[config.mk]
export PLATFORM = sky130hd
export DESIGN_NAME = b2b_event_arbiter
export DESIGN_NICKNAME = d
export VERILOG_FILES = /design/src/rtl/b2b_event_arbiter.sv
export SDC_FILE = /design/constraint.sdc
export NUM_CORES = 1
export LEC_CHECK = 0
export ABC_CLOCK_PERIOD_IN_PS = 3700
export BUFFER_PORTS_ARGS = -buffer_cell sky130_fd_sc_hd__buf_2
export CAP_MARGIN = 20
export CORE_AREA = 2 2 144 146
export CTS_CLUSTER_SIZE = 28
export DETAILED_ROUTE_END_ITERATION = 10
export DIE_AREA = 0 0 146 148
export PLACE_DENSITY = 0.72
export SETUP_SLACK_MARGIN = 0.02
export SLEW_MARGIN = 15
export SYNTH_ARGS = -nofsm -noshare
export SYNTH_HDL_FRONTEND = slang
export SYNTH_SLANG_ARGS = --single-unit
[constraint.sdc]
create_clock -name b2b_clk -period 3.7 [get_ports b2b_clk]
set_input_delay 0.74 -clock b2b_clk [delete_from_list [all_inputs] [get_ports b2b_clk]]
set_output_delay 0.74 -clock b2b_clk [all_outputs]
set_load 0.005 [all_outputs]
[src/rtl/b2b_event_arbiter.sv]
// Event-granular round-robin arbiter: forwards whole events (header..footer) from one
// cluster FIFO at a time into a shared output-board FIFO, counting events and flagging errors.
module b2b_event_arbiter #(
    parameter int         DATA_WIDTH     = 65,
    parameter int         TOTAL_CLUSTERS = 4,
    parameter logic [7:0] HEADER_MARKER  = 8'hAB,
    parameter logic [7:0] FOOTER_MARKER  = 8'hCD,
    parameter int         TIMEOUT_CYCLES = 1024,
    localparam int        IDX_W          = $clog2(TOTAL_CLUSTERS)
) (
    input  logic                    b2b_clk,
    input  logic                    b2b_rst_n,
    input  logic [DATA_WIDTH-1:0]   cluster_data [TOTAL_CLUSTERS],
    input  logic [TOTAL_CLUSTERS-1:0] cluster_empty,
    output logic [TOTAL_CLUSTERS-1:0] cluster_req,
    output logic [DATA_WIDTH-1:0]   output_board_event,
    output logic                    output_board_wren,
    input  logic                    output_board_almost_full,
    output logic                    grant_valid,
    output logic [IDX_W-1:0]        grant_idx,
    output logic [31:0]             event_count,
    output logic                    err_no_header,
    output logic                    err_timeout
);

    localparam int TO_W = $clog2(TIMEOUT_CYCLES + 1);

    typedef enum logic {IDLE, XFER} state_e;

    state_e                state_q, state_d;
    logic [IDX_W-1:0]      rr_ptr_q, rr_ptr_d;
    logic [IDX_W-1:0]      grant_idx_q, grant_idx_d;
    logic                  grant_valid_q, grant_valid_d;
    logic                  first_word_q, first_word_d;
    logic [DATA_WIDTH-1:0] event_q, event_d;
    logic                  wren_q, wren_d;
    logic [31:0]           count_q, count_d;
    logic                  err_nh_q, err_nh_d;
    logic                  err_to_q, err_to_d;
    logic [TO_W-1:0]       timeout_q, timeout_d;

    logic [DATA_WIDTH-1:0] head_word;
    logic [7:0]            head_marker;
    logic                  head_meta;
    logic                  is_header;
    logic                  is_footer;
    logic                  head_empty;
    logic                  pop;
    logic [IDX_W-1:0]      next_ptr;
    logic                  scan_win;
    logic [IDX_W-1:0]      scan_idx;
    logic [IDX_W:0]        scan_sum;

    assign head_word   = cluster_data[grant_idx_q];
    assign head_meta   = head_word[DATA_WIDTH-1];
    assign head_marker = head_word[DATA_WIDTH-2 -: 8];
    assign is_header   = head_meta && (head_marker == HEADER_MARKER);
    assign is_footer   = head_meta && (head_marker == FOOTER_MARKER);
    assign head_empty  = cluster_empty[grant_idx_q];
    assign pop         = (state_q == XFER) && !head_empty && !output_board_almost_full;
    assign next_ptr    = (grant_idx_q == IDX_W'(TOTAL_CLUSTERS - 1)) ? '0 : grant_idx_q + IDX_W'(1);

    // Rotating priority scan starting at rr_ptr; the sum wraps modulo the cluster count.
    always_comb begin
        scan_win = 1'b0;
        scan_idx = '0;
        scan_sum = '0;
        for (int i = 0; i < TOTAL_CLUSTERS; i++) begin
            scan_sum = {1'b0, rr_ptr_q} + (IDX_W+1)'(i);
            if (scan_sum >= (IDX_W+1)'(TOTAL_CLUSTERS)) begin
                scan_sum = scan_sum - (IDX_W+1)'(TOTAL_CLUSTERS);
            end
            if (!scan_win && !cluster_empty[scan_sum[IDX_W-1:0]]) begin
                scan_win = 1'b1;
                scan_idx = scan_sum[IDX_W-1:0];
            end
        end
    end

    always_comb begin
        cluster_req = '0;
        if (pop) begin
            cluster_req[grant_idx_q] = 1'b1;
        end
    end

    always_comb begin
        state_d       = state_q;
        rr_ptr_d      = rr_ptr_q;
        grant_idx_d   = grant_idx_q;
        grant_valid_d = grant_valid_q;
        first_word_d  = first_word_q;
        event_d       = event_q;
        wren_d        = 1'b0;
        count_d       = count_q;
        err_nh_d      = err_nh_q;
        err_to_d      = err_to_q;
        timeout_d     = timeout_q;

        case (state_q)
            IDLE: begin
                if (scan_win) begin
                    state_d       = XFER;
                    grant_idx_d   = scan_idx;
                    grant_valid_d = 1'b1;
                    first_word_d  = 1'b1;
                    timeout_d     = '0;
                end
            end
            XFER: begin
                if (pop) begin
                    event_d      = head_word;
                    wren_d       = 1'b1;
                    timeout_d    = '0;
                    first_word_d = 1'b0;
                    if (first_word_q && !is_header) begin
                        err_nh_d = 1'b1;
                    end
                    if (is_footer) begin
                        count_d       = count_q + 32'd1;
                        rr_ptr_d      = next_ptr;
                        state_d       = IDLE;
                        grant_valid_d = 1'b0;
                    end
                end else if (head_empty) begin
                    // Abandon the event on the TIMEOUT_CYCLES-th consecutive empty cycle.
                    if (timeout_q == TO_W'(TIMEOUT_CYCLES - 1)) begin
                        err_to_d      = 1'b1;
                        rr_ptr_d      = next_ptr;
                        state_d       = IDLE;
                        grant_valid_d = 1'b0;
                        timeout_d     = '0;
                    end else begin
                        timeout_d = timeout_q + TO_W'(1);
                    end
                end
            end
            default: state_d = IDLE;
        endcase
    end

    always_ff @(posedge b2b_clk or negedge b2b_rst_n) begin
        if (!b2b_rst_n) begin
            state_q       <= IDLE;
            rr_ptr_q      <= '0;
            grant_idx_q   <= '0;
            grant_valid_q <= 1'b0;
            first_word_q  <= 1'b0;
            event_q       <= '0;
            wren_q        <= 1'b0;
            count_q       <= '0;
            err_nh_q      <= 1'b0;
            err_to_q      <= 1'b0;
            timeout_q     <= '0;
        end else begin
            state_q       <= state_d;
            rr_ptr_q      <= rr_ptr_d;
            grant_idx_q   <= grant_idx_d;
            grant_valid_q <= grant_valid_d;
            first_word_q  <= first_word_d;
            event_q       <= event_d;
            wren_q        <= wren_d;
            count_q       <= count_d;
            err_nh_q      <= err_nh_d;
            err_to_q      <= err_to_d;
            timeout_q     <= timeout_d;
        end
    end

    assign output_board_event = event_q;
    assign output_board_wren  = wren_q;
    assign grant_valid        = grant_valid_q;
    assign grant_idx          = grant_idx_q;
    assign event_count        = count_q;
    assign err_no_header      = err_nh_q;
    assign err_timeout        = err_to_q;

endmodule

; ---- Yosys cells after proc, flatten, opt, wreduce, memory -nomap -nowiden
; Cells that the tools add are included.
[totals]
register_bits = 118
input_bits = 267
memories = 0
word_cells = 127
romBits = 0
ramBits = 0
latchBits = 0
[op_classes]
eq_ne = 10
n_bitwise = 3
multipliers = 0
n_addsub = 10
shifts = 0
n_mux = 54
div = 0
n_reduce_logical = 28
n_lt_le_gt_ge = 11
[op_table]
columns = cell, n
row1 = $bmux W65 S2, 1
row2 = $mux W65, 2
row3 = $mux W11, 4
row4 = $add A32 B1 Y32 const B, 1
row5 = $mux W2, 13
row6 = $mux W1, 23
row7 = $pmux W11 S2, 1
row8 = $eq A8 B8 Y1 const B, 2
row9 = $lt A2 B3 Y1 const B, 5
row10 = $ge A3 B3 Y1 const B, 4
row11 = $reduce_and A4 Y1, 3
row12 = $add A11 B1 Y11 const B, 1
row13 = $eq A11 B10 Y1 const B, 1
row14 = $bmux W1 S2, 5
row15 = $logic_and A1 B1 Y1, 9
row16 = $logic_not A1 Y1, 8
row17 = $reduce_and A2 Y1, 4
row18 = $sub A2 B1 Y2 const B, 4
row19 = $add A2 B2 Y3 const B, 2
row20 = $ne A3 B1 Y1 const B, 2
row21 = $pmux W1 S2, 3
row22 = $reduce_and A3 Y1, 2
row23 = $mux W4, 1
row24 = $ne A2 B2 Y1 const B, 2
row25 = other kinds (11), 13

; ---- Longest topological paths before layout
; Gate-level depths: netlist (run 1).
[depth]
word_depth = 16
mapped_depth = 9

; ---- Worst setup path after synthesis (run 1)
; No wires, ideal clock.
[synth_path]
path_type = input to output
start = in cluster_empty[3]
end = out cluster_req[0]
setup_slack_ns = 0.707
path_stages = 5
arrival_ns = 2.253
cell_sequence = mux4_2 -> nor3b_4 -> clkbuf_1 -> clkbuf_1 -> and2_1
[synth_between]
elab_chain_cells = 6
[synth_lines]
columns = element, line_no
row1 = start: declaration, 14  ; input logic [TOTAL_CLUSTERS-1:0] cluster_empty,
row2 = $bmux W1 S2, 59  ; assign head_empty = cluster_empty[grant_idx_q];
row3 = $mux W1 (not written as such), 59
row4 = $logic_not A1 Y1, 60  ; assign pop = (state_q == XFER) && !head_empty && !output_board_almost_full;
row5 = $logic_and A1 B1 Y1 (2 in series), 60
row6 = $mux W4, 82  ; if (pop) begin
row7 = end: declaration, 15  ; output logic [TOTAL_CLUSTERS-1:0] cluster_req,
; No other way between the ends. The select of a mux whose other input is x is not followed.

; ---- Worst setup path in the final report (run 1)
[layout_path]
start = reg grant_idx_q[0], in the netlist grant_idx[0]
end = out cluster_req[0]
[layout_between]
elab_chain_cells = 6
elab_cells_between_ends = 11
classes_between = 2 x order compare / 5 x mux / 4 x reduce/logical
[layout_lines]
columns = element, line_no
row1 = start: declaration, 32  ; logic [IDX_W-1:0] grant_idx_q, grant_idx_d;
row2 = start signal: assignment, 158  ; grant_idx_q <= grant_idx_d;
row3 = "parallel branches: the longest is 5 deep, another holds $lt A2 B3 Y1", -
row4 = $mux W4 (*), 82
; Mark *: on every way between the ends. The select of a mux whose other input is x is not followed.

==> out/results.ini, run 1 <==
[logic_synthesis]
syn-instance-count = 479
synth-adder-area-share_pct = 1.14
synth-edff-count = 0
ys_ff_latch = 118
synth_area_per_cell_sq_um = 13.8
synth.area.mux_share_pct = 34.0
synth_top_area_share_pct = 44.7
synthXorXnorAreaFrac_pct = 4.11
synth-main-ff-cell = dfrtp_1
synth-compound-area-share_pct = 3.72
ys_warn_count = 0
syn_area_sq_um = 6600
yosysSeqAreaShare_pct = 44.7
synth_top_cell_by_area = dfrtp_1
netlist-cell-type-count = 49
synth_nets = 752
synth_top_family_by_area = multiplexers
synthSimpleGateAreaFrac_pct = 9.90
synthArstFlopShare_pct = 100
synthTopCellsByArea = dfrtp_1, mux4_2, mux2_2, xnor2_1, nand2_1

[die]
num_rows = 52
ios = 374
core_sq_um = 20000
initial_core_util_pct = 32.9
die-height_microns = 148
die_w_microns = 146
dieArea_sq_um = 21600

[sta]
period_minus_slack_ns = 3.27
setup_ws_ns = 0.426
clock.fmax_mhz = 305
worstMarginPinSlew_ns = 0.762
max_slew_margin_pct = 49.2
hold_viol_final = 0
rsz0062_at_grt = false
skew_ns = 0.00737
fin_crit_sh_pct = 88.5
slew_viol_final = 0
final-setup-viol-count = 0
tns_ns = 0

[global_routing]
grt.total_usage_pct = 19.3
grt_max_degree = 68
antenna_found_initial = 3
grt_pass1_wl_microns = 32000
grt_pass1_vias = 5830
overflow = 0

[route]
wl_per_cell_microns = 18.5
drtAntennaViolNets = 0
first_iter_violations = 280
via_per_inst = 5.05
route.vias.total = 5743
drc = 0
routed_wl_microns = 21000
dr.pass1.iters = 4

[layout]
seq_area_sq_um = 2960
mostFrequentLayoutCell = buf_2
nets = 1123
mostFrequentLayoutCells = buf_2, dfrtp_1, mux4_2, mux2_2, nand2_1
area_growth_pct = 41.9
fill_cells = 1873
final_cell_count_no_fill = 1137
final_layout_size_suffix_gt1_share_pct = 64.8
multi_input_area_sq_um = 3490

[run_status]
status = complete, no violations

[clock_tree]
htree_levels = 4
clkSlewWorstSetupHoldPaths_ns = 0.06
clk_latency_ns = 0.41
cts_tree = yes
root_buffer = clkbuf_16
cts_buffer_depth = 2
cts_num_sinks = 118
cts_inserted_buffers = 17
hold_buffers = 0
postCtsSetupRepairBufs = 0
cts_resized = 0

[worst_setup_path]
crit_type = reg -> out
critPathSlowestCell = dfrtp_4
worst_path_largest_cell_delay_ns = 0.66
critPathCaptureType = output port
crit_chain = mux4_2 > nor3b_4 > and2_1 > buf_2
path_max_fanout = 17
critical-path-top-delay-family = simple AND/OR/NAND/NOR gates
critical_path_arrival_ns = 2.53
start_kind = flop
crit_buf_inv = 1
critPathRequiredTime_ns = 2.96

[placed_design]
pre_cts_ws_ns = 0.301
dp_hpwl_microns = 16900
io_buffers = 373
gp_congestion = 0.836
place_inst = 1101

[power]
ir_drop_mv = 0.264
power_per_cell_area_nw_per_um2 = 459
leakage_nw = 4.44
finalPower_mw = 4.30

[min_path]
holdCritPathClass = in -> async

[run]
cap_violations = 0

==> final timing paths <==
kind / slack, ns / to / cells past startpoint / from
max in group asynchronous: 2.48 / output_board_event[25] / 2 / b2b_rst_n
min in group b2b_clk: 0.46 / err_timeout / 1 / err_timeout
max: 0.43 / cluster_req[0] / 4 / grant_idx[0]
min reg2reg: 0.46 / err_timeout / 1 / err_timeout
max reg2reg: 0.48 / event_count[17] / 6 / grant_idx[0]
min: 0.40 / grant_idx[1] / 1 / b2b_rst_n
==> synthesized netlist by cell type (6+ instances only) <==
master    number
dfrtp_1      118
mux2_2        66
mux4_2        66
nand2_1       28
xnor2_1       20
nand3_1       19
nor2_1        17
o21ai_0       13
clkbuf_1      11
xor2_1        11
nand4_1       10
buf_2          9
inv_1          9
and2_1         8
and3_1         6
buf_1          6
ha_1           6
==> registers in the layout (all words and copies together), names as in the netlist <==
register            count
err_no_header           1
err_timeout             1
event_count            32
first_word_q            1
grant_idx               2
grant_valid             1
output_board_event     65
output_board_wren       1
rr_ptr_q                2
state_q                 1
timeout_q              11
==> through the flow <==
stage	hold WS [ns]	instance area (sq um)	util, %
3_3_place_gp	0.445	8760	43.7
2_1_floorplan	0.444	6600	-
4_1_cts	0.420	9360	46.7
6_report	0.404	9370	46.7
5_1_grt	0.444	9360	46.7
3_5_place_dp	0.455	8760	43.7
==> report_power, final <==
group	switching (mW)	internal [mW]	total [mW]
logic	0.417	0.576	0.993
registers	0.143	1.52	1.66
clock network	0.634	1.01	1.65
==> worst register-to-register path, stage by stage (launching register included) <==
cell     delay, ns
dfrtp_4       0.66
mux4_2        0.66
nor3b_4       0.46
and4_1        0.60
nand3_1       0.32
nor3_1        0.29
xor2_1        0.16
==> logic make-up (layout without fill, tap and decap cells) <==
kind of cell | after synthesis | after routing
muxes | 133 | 133
DFF | 118 | 118
and+or+nand+nor | 116 | 116
AOI/OAI and AO/OA | 38 | 38
buffers and inverters | 37 | 421
xor gates and xnor gates | 31 | 31
adders and majority gates | 6 | 6
other | 0 | 4
==> layer usage <==
layer | share of wire (%) | vias to the layer above | routed length [microns] | global-route usage [%]
met2 | 49 | 242 | 10300 | 30.7
met3 | 5.6 | 43 | 1170 | 4.57
met5 | 0 | - | 0 | 0
met1 | 43 | 2877 | 8940 | 25.3
met4 | 2.8 | 0 | 596 | 8.30
li1 | - | 2581 | - | -
==> cell type report <==
type,count,share of cell area [%]
multi-input cells,324,37.2
diodes,4,0.107
well taps,270,3.61
clock buffers,18,4.69
flip-flops and latches,118,31.6
repair buffers,380,20.8
inverters,9,0.361
clock inverters,14,1.63
(Power assumes the default switching activity.)
==> run 2: changes to the inputs <==
Settings changed: ABC_CLOCK_PERIOD_IN_PS 3700 to 2800, MAX_ROUTING_LAYER set to met4, PLACE_DENSITY 0.72 to 0.74, RECOVER_POWER set to 100.
Clock period 3.7 ns to 2.8 ns, I/O delays scaled along.
==> run 2 against run 1 <==
  * The flow now finishes with violations (max-capacitance violations, max-slew violations)
  * Critical path depth increased by 3
  * Wire length increased by 3.8%
  * Global-route usage up 1.5 points
  * Via count up 0.10%
  * Flip-flop and latch count is the same
  * Sequential power increased by 31%
  * Final area increased by 0.11%
  * First-iteration DRC count is 6.4% higher
  * Count of clock-buffer cells in the layout unchanged
  * Sequential share of layout area hardly changed
  * Power up 31%
  * Highest routed layer unchanged
==> out/results.ini, run 2 (synthesized netlist as in run 1, its figures left out) <==
[route]
wl_per_cell_microns = 18.9  ; +2.4%
drtAntennaViolNets = 0  ; unchanged
route.vias.total = 5749  ; +0.10%
dr.pass1.iters = 4  ; unchanged
routed_wl_microns = 21800  ; +3.8%
first_iter_violations = 298  ; +6.4%
drc = 0  ; unchanged
via_per_inst = 4.99  ; -1.3%

[die]
die_w_microns = 146  ; unchanged
ios = 374  ; unchanged
die-height_microns = 148  ; unchanged
num_rows = 52  ; unchanged
core_sq_um = 20000  ; unchanged
initial_core_util_pct = 32.9  ; unchanged
dieArea_sq_um = 21600  ; unchanged

[worst_setup_path]
worst_path_largest_cell_delay_ns = 0.60  ; -0.06 ns
path_max_fanout = 7  ; -10
critPathSlowestCell = or4b_4
crit_type = reg -> reg
critical_path_arrival_ns = 2.98  ; +0.45 ns
critPathRequiredTime_ns = 3.13  ; +0.17 ns
critPathCaptureType = flop
start_kind = flop
crit_chain = buf_4 > mux4_2 > and4b_2 > nand4_4 > or4b_4 > nor2_1 > xor2_1

[sta]
clock.fmax_mhz = 377
hold_viol_final = 0  ; unchanged
final-setup-viol-count = 0  ; unchanged
rsz0062_at_grt = false
period_minus_slack_ns = 2.65
tns_ns = 0  ; unchanged
worstMarginPinSlew_ns = 1.76  ; +1.00 ns
slew_viol_final = 31  ; +31
skew_ns = 0.00622  ; -0.00115 ns
max_slew_margin_pct = -17.5  ; -67 points
fin_crit_sh_pct = 94.8

[layout]
mostFrequentLayoutCell = buf_2
nets = 1135  ; +1.1%
final_layout_size_suffix_gt1_share_pct = 56.6  ; -8.2 points
fin_util_pct = 46.8  ; +0.050 points
area_growth_pct = 42.1
largest_register_ffs = 65  ; unchanged
final_cell_count_no_fill = 1153  ; +1.4%
mostFrequentLayoutCells = buf_2, dfrtp_1, clkbuf_1
design_area_sq_um = 9380  ; +0.11%

[placed_design]
place_area_sq_um = 8860  ; +1.1%
dp_hpwl_microns = 17600  ; +4.4%
place_inst = 1110  ; +0.82%
io_buffers = 373  ; unchanged
gp_congestion = 0.892  ; +6.6%

[clock_tree]
cts_inserted_buffers = 17  ; unchanged
clk_latency_ns = 0.41  ; about the same
clkSlewWorstSetupHoldPaths_ns = 0.06  ; about the same
cts_tree = yes
root_buffer = clkbuf_16
cts_num_sinks = 118  ; unchanged
htree_levels = 4  ; unchanged
hold_buffers = 0  ; unchanged
cts_buffer_depth = 2  ; unchanged

[run]
cap_violations = 1  ; +1

[run_status]
violations = max-capacitance violations, max-slew violations
status = finished with violations

[global_routing]
grt_pass1_vias = 5773  ; -0.98%
overflow = 0  ; unchanged
antenna_found_initial = 8  ; +5
grt.total_usage_pct = 20.8  ; +1.5 points
grt_pass1_wl_microns = 33300  ; +3.9%
top_usage_layer = met2
grt_max_degree = 51  ; -25%
grt_util_met2_pct = 32.7  ; +1.9 points
use_met1_pct = 25.7  ; +0.36 points
use_met3_pct = 6.27  ; +1.7 points

[power]
leakage_nw = 4.28  ; -3.8%
power_per_cell_area_nw_per_um2 = 600  ; +31%
ir_drop_mv = 0.345  ; +30%

[min_path]
holdCritPathClass = reg -> reg

-- run 2: timing repair --
item,CTS,global route
pin swaps,1,0
gates resized for setup,0,5
setup buffers,3,0
setup endpoints to repair,4,12
-- run 2: final cells by class --
cell class,count,area (sq um)
clock inverter,14,150
multi-input combinational,324,3480
clock buffer,18,439
fill,1911,10700
inverter,9,33.8
antenna,8,20.0
tap,270,338
sequential,118,2960
timing repair buffer,392,1950
-- run 2: path summary, 6_finish.rpt --
kind                            slack [ns]                     end           from  cells past startpoint
worst max-delay path                  0.15         event_count[21]   grant_idx[0]                      7
worst min-delay path                  0.47           err_no_header  err_no_header                      1
worst max register to register        0.15         event_count[21]   grant_idx[0]                      7
worst min register to register        0.47           err_no_header  err_no_header                      1
max in group asynchronous             0.55  output_board_event[50]      b2b_rst_n                      2
min in group asynchronous             0.62            timeout_q[4]      b2b_rst_n                      1
-- run 2: routing by layer --
metal	routed length, microns	share of wire, %	vias up
li1	-	-	2615
met1	8940	41	2836
met2	10800	50	266
met3	1490	6.8	32
met4	602	2.8	0
met5	0	0	-
-- run 2: stage by stage --
step | hold slack, ns | total power [mW] | setup slack, ns
final | 0.466 | 5.62 | 0.145
after global routing | 0.494 | 5.89 | 0.0272
after CTS | 0.0963 | 5.74 | 0.0482
after detailed placement | 0.463 | 3.55 | 0.0433
after global placement | 0.456 | 3.50 | 0.0887
after floorplan | 0.264 | 2.83 | 0.141
-- run 2: worst max-delay path, delay by kind of cell (launching register included) --
family,cells,cell delay (ns)
AND/OR/NAND/NOR,4,1.24
multiplexers,1,0.55
flip-flops,1,0.41
buffers and inverters,1,0.20
XOR/XNOR,1,0.16
-- run 2: where the power goes --
| part | switching (mW) | leakage [nW] | internal [mW] | total, mW |
|---|---|---|---|---|
| Sequential | 0.170 | 1.47 | 2.00 | 2.18 |
| Clock | 0.825 | 0.283 | 1.34 | 2.16 |
| Combinational | 0.568 | 2.52 | 0.714 | 1.28 |
==> run 3: changes to the inputs <==
Settings changed: GPL_ROUTABILITY_DRIVEN set to 1, MAX_ROUTING_LAYER met4 to unset.
==> run 3 against run 2 <==
  * The flow still finishes with violations (max-capacitance violations, max-slew violations)
  * Flip-flop and latch count unchanged
  * Largest power group unchanged
  * Global-route usage shrank 0.64 points
  * Largest cell class unchanged
  * Clock skew is essentially flat
==> out/results.ini, run 3 (synthesized netlist as in run 1, its figures left out) <==
[layout]
nets = 1135  ; unchanged
final_layout_size_suffix_gt1_share_pct = 56.7  ; +0.11 points
mostFrequentLayoutCell = buf_2
largest_register_ffs = 65  ; unchanged
fin_util_pct = 46.7  ; -0.081 points
mostFrequentLayoutCells = buf_2, dfrtp_1, clkbuf_1
area_growth_pct = 41.8

[worst_setup_path]
crit_type = reg -> reg
crit_start = grant_idx[0]
critPathRequiredTime_ns = 3.13  ; about the same
critPathSlowestCell = or4b_4
worst_path_largest_cell_delay_ns = 0.60  ; about the same
ff2ff_path_depth = 7  ; unchanged
crit_chain = buf_4 > mux4_2 > and4bb_1 > nand4_4 > or4b_4 > nor2_1 > xor2_1
critPathCaptureType = flop
start_kind = flop
r2r-start = grant_idx[0]
path_max_fanout = 7  ; unchanged
critical_path_arrival_ns = 2.98  ; about the same

[min_path]
holdCritPathClass = reg -> reg
min_path_cells = 1  ; unchanged
min_from = err_no_header

[sta]
skew_ns = 0.00643  ; +0.000209 ns
max_slew_margin_pct = -17.3  ; +0.21 points
worstMarginPinSlew_ns = 1.76  ; -0.00319 ns
rsz0062_at_grt = true
fin_crit_sh_pct = 94.4  ; -0.37 points
slew_viol_final = 31  ; unchanged
final-setup-viol-count = 0  ; unchanged
clock.fmax_mhz = 378  ; +0.39%
period_minus_slack_ns = 2.64  ; -0.0103 ns
tns_ns = 0  ; unchanged
hold_viol_final = 0  ; unchanged

[clock_tree]
root_buffer = clkbuf_16
clkSlewWorstSetupHoldPaths_ns = 0.06  ; about the same
hold_buffers = 0  ; unchanged
cts_tree = yes
cts_buffer_depth = 2  ; unchanged
cts_inserted_buffers = 17  ; unchanged
htree_levels = 4  ; unchanged
cts_num_sinks = 118  ; unchanged
clk_latency_ns = 0.41  ; about the same

[global_routing]
grt_pass1_vias = 5786  ; +0.23%
overflow = 0  ; unchanged
antenna_found_initial = 8  ; unchanged
grt_pass1_wl_microns = 33200  ; -0.12%
grt.total_usage_pct = 20.2  ; -0.64 points
grt_max_degree = 51  ; unchanged

[route]
drc = 0  ; unchanged
wl_per_cell_microns = 19.0  ; +0.38%
via_per_inst = 4.99  ; +0.16%
dr.pass1.iters = 4  ; unchanged
first_iter_violations = 333  ; +12%
routed_wl_microns = 21900  ; +0.11%
drtAntennaViolNets = 0  ; unchanged
route.vias.total = 5743  ; -0.10%

[run_status]
status = finished with violations
violations = max-capacitance violations, max-slew violations

[placed_design]
dp_hpwl_microns = 17600  ; unchanged
io_buffers = 373  ; unchanged
gp_congestion = 0.877  ; -1.6%

[die]
num_rows = 52  ; unchanged
die-height_microns = 148  ; unchanged
die_w_microns = 146  ; unchanged
ios = 374  ; unchanged
initial_core_util_pct = 32.9  ; unchanged
core_sq_um = 20000  ; unchanged
dieArea_sq_um = 21600  ; unchanged

[power]
ir_drop_mv = 0.345  ; about the same
leakage_nw = 4.27  ; about the same
power_per_cell_area_nw_per_um2 = 600  ; +0.16%

[run]
cap_violations = 1  ; unchanged

[run 3: what timing repair did]
action / in CTS / in global routing
setup buffers: 3 / 0
pin swaps: 1 / 0
gates resized for setup: 0 / 5
endpoints found under the setup margin: 4 / 11
gates cloned: 0 / 0
[run 3: per-layer routing]
metal  GRT usage, %  vias to the layer above  wire [microns]
met5              0                        -              41
met4           7.72                        6             560
met1           25.5                     2837            8850
li1               -                     2608               -
met2           32.8                      257           10900
met3           6.17                       35            1560
[run 3: layout make-up]
type,instances,area (sq um)
clock inverter,14,150
sequential,118,2960
inverter,9,33.8
fill,1908,10700
clock buffer,18,439
antenna,5,12.5
multi-input combinational,324,3490
timing repair buffer,392,1940
tap,270,338
[run 3: metrics by stage]
step	worst slack [ns]	std cells	hold slack, ns	power, mW	area (sq um)
floorplan	0.141	479	0.264	2.83	6600
global placement	0.0887	1110	0.456	3.50	8860
detailed placement	0.0433	1110	0.463	3.55	8860
CTS	0.0482	1145	0.0963	5.74	9470
global route	0.0157	1149	0.494	5.89	9360
finish	0.156	1150	0.466	5.62	9360
[run 3: final timing paths]
path / to / slack (ns)
max: event_count[21] / 0.16
min: err_no_header / 0.47
max reg2reg: event_count[21] / 0.16
min reg2reg: err_no_header / 0.47
max in group asynchronous: output_board_event[50] / 0.55
min in group asynchronous: first_word_q / 0.62
[run 3: critical path: cells and delay by family (launching register included)]
family	cells	cell delay, ns
xor gates and xnor gates	1	0.16
buffers and inverters	1	0.20
DFF	1	0.41
muxes	1	0.55
and+or+nand+nor	4	1.24
[run 3: report_power, final]
group	switching (mW)	internal (mW)
clock network	0.827	1.34
registers	0.171	2.00
logic	0.567	0.712
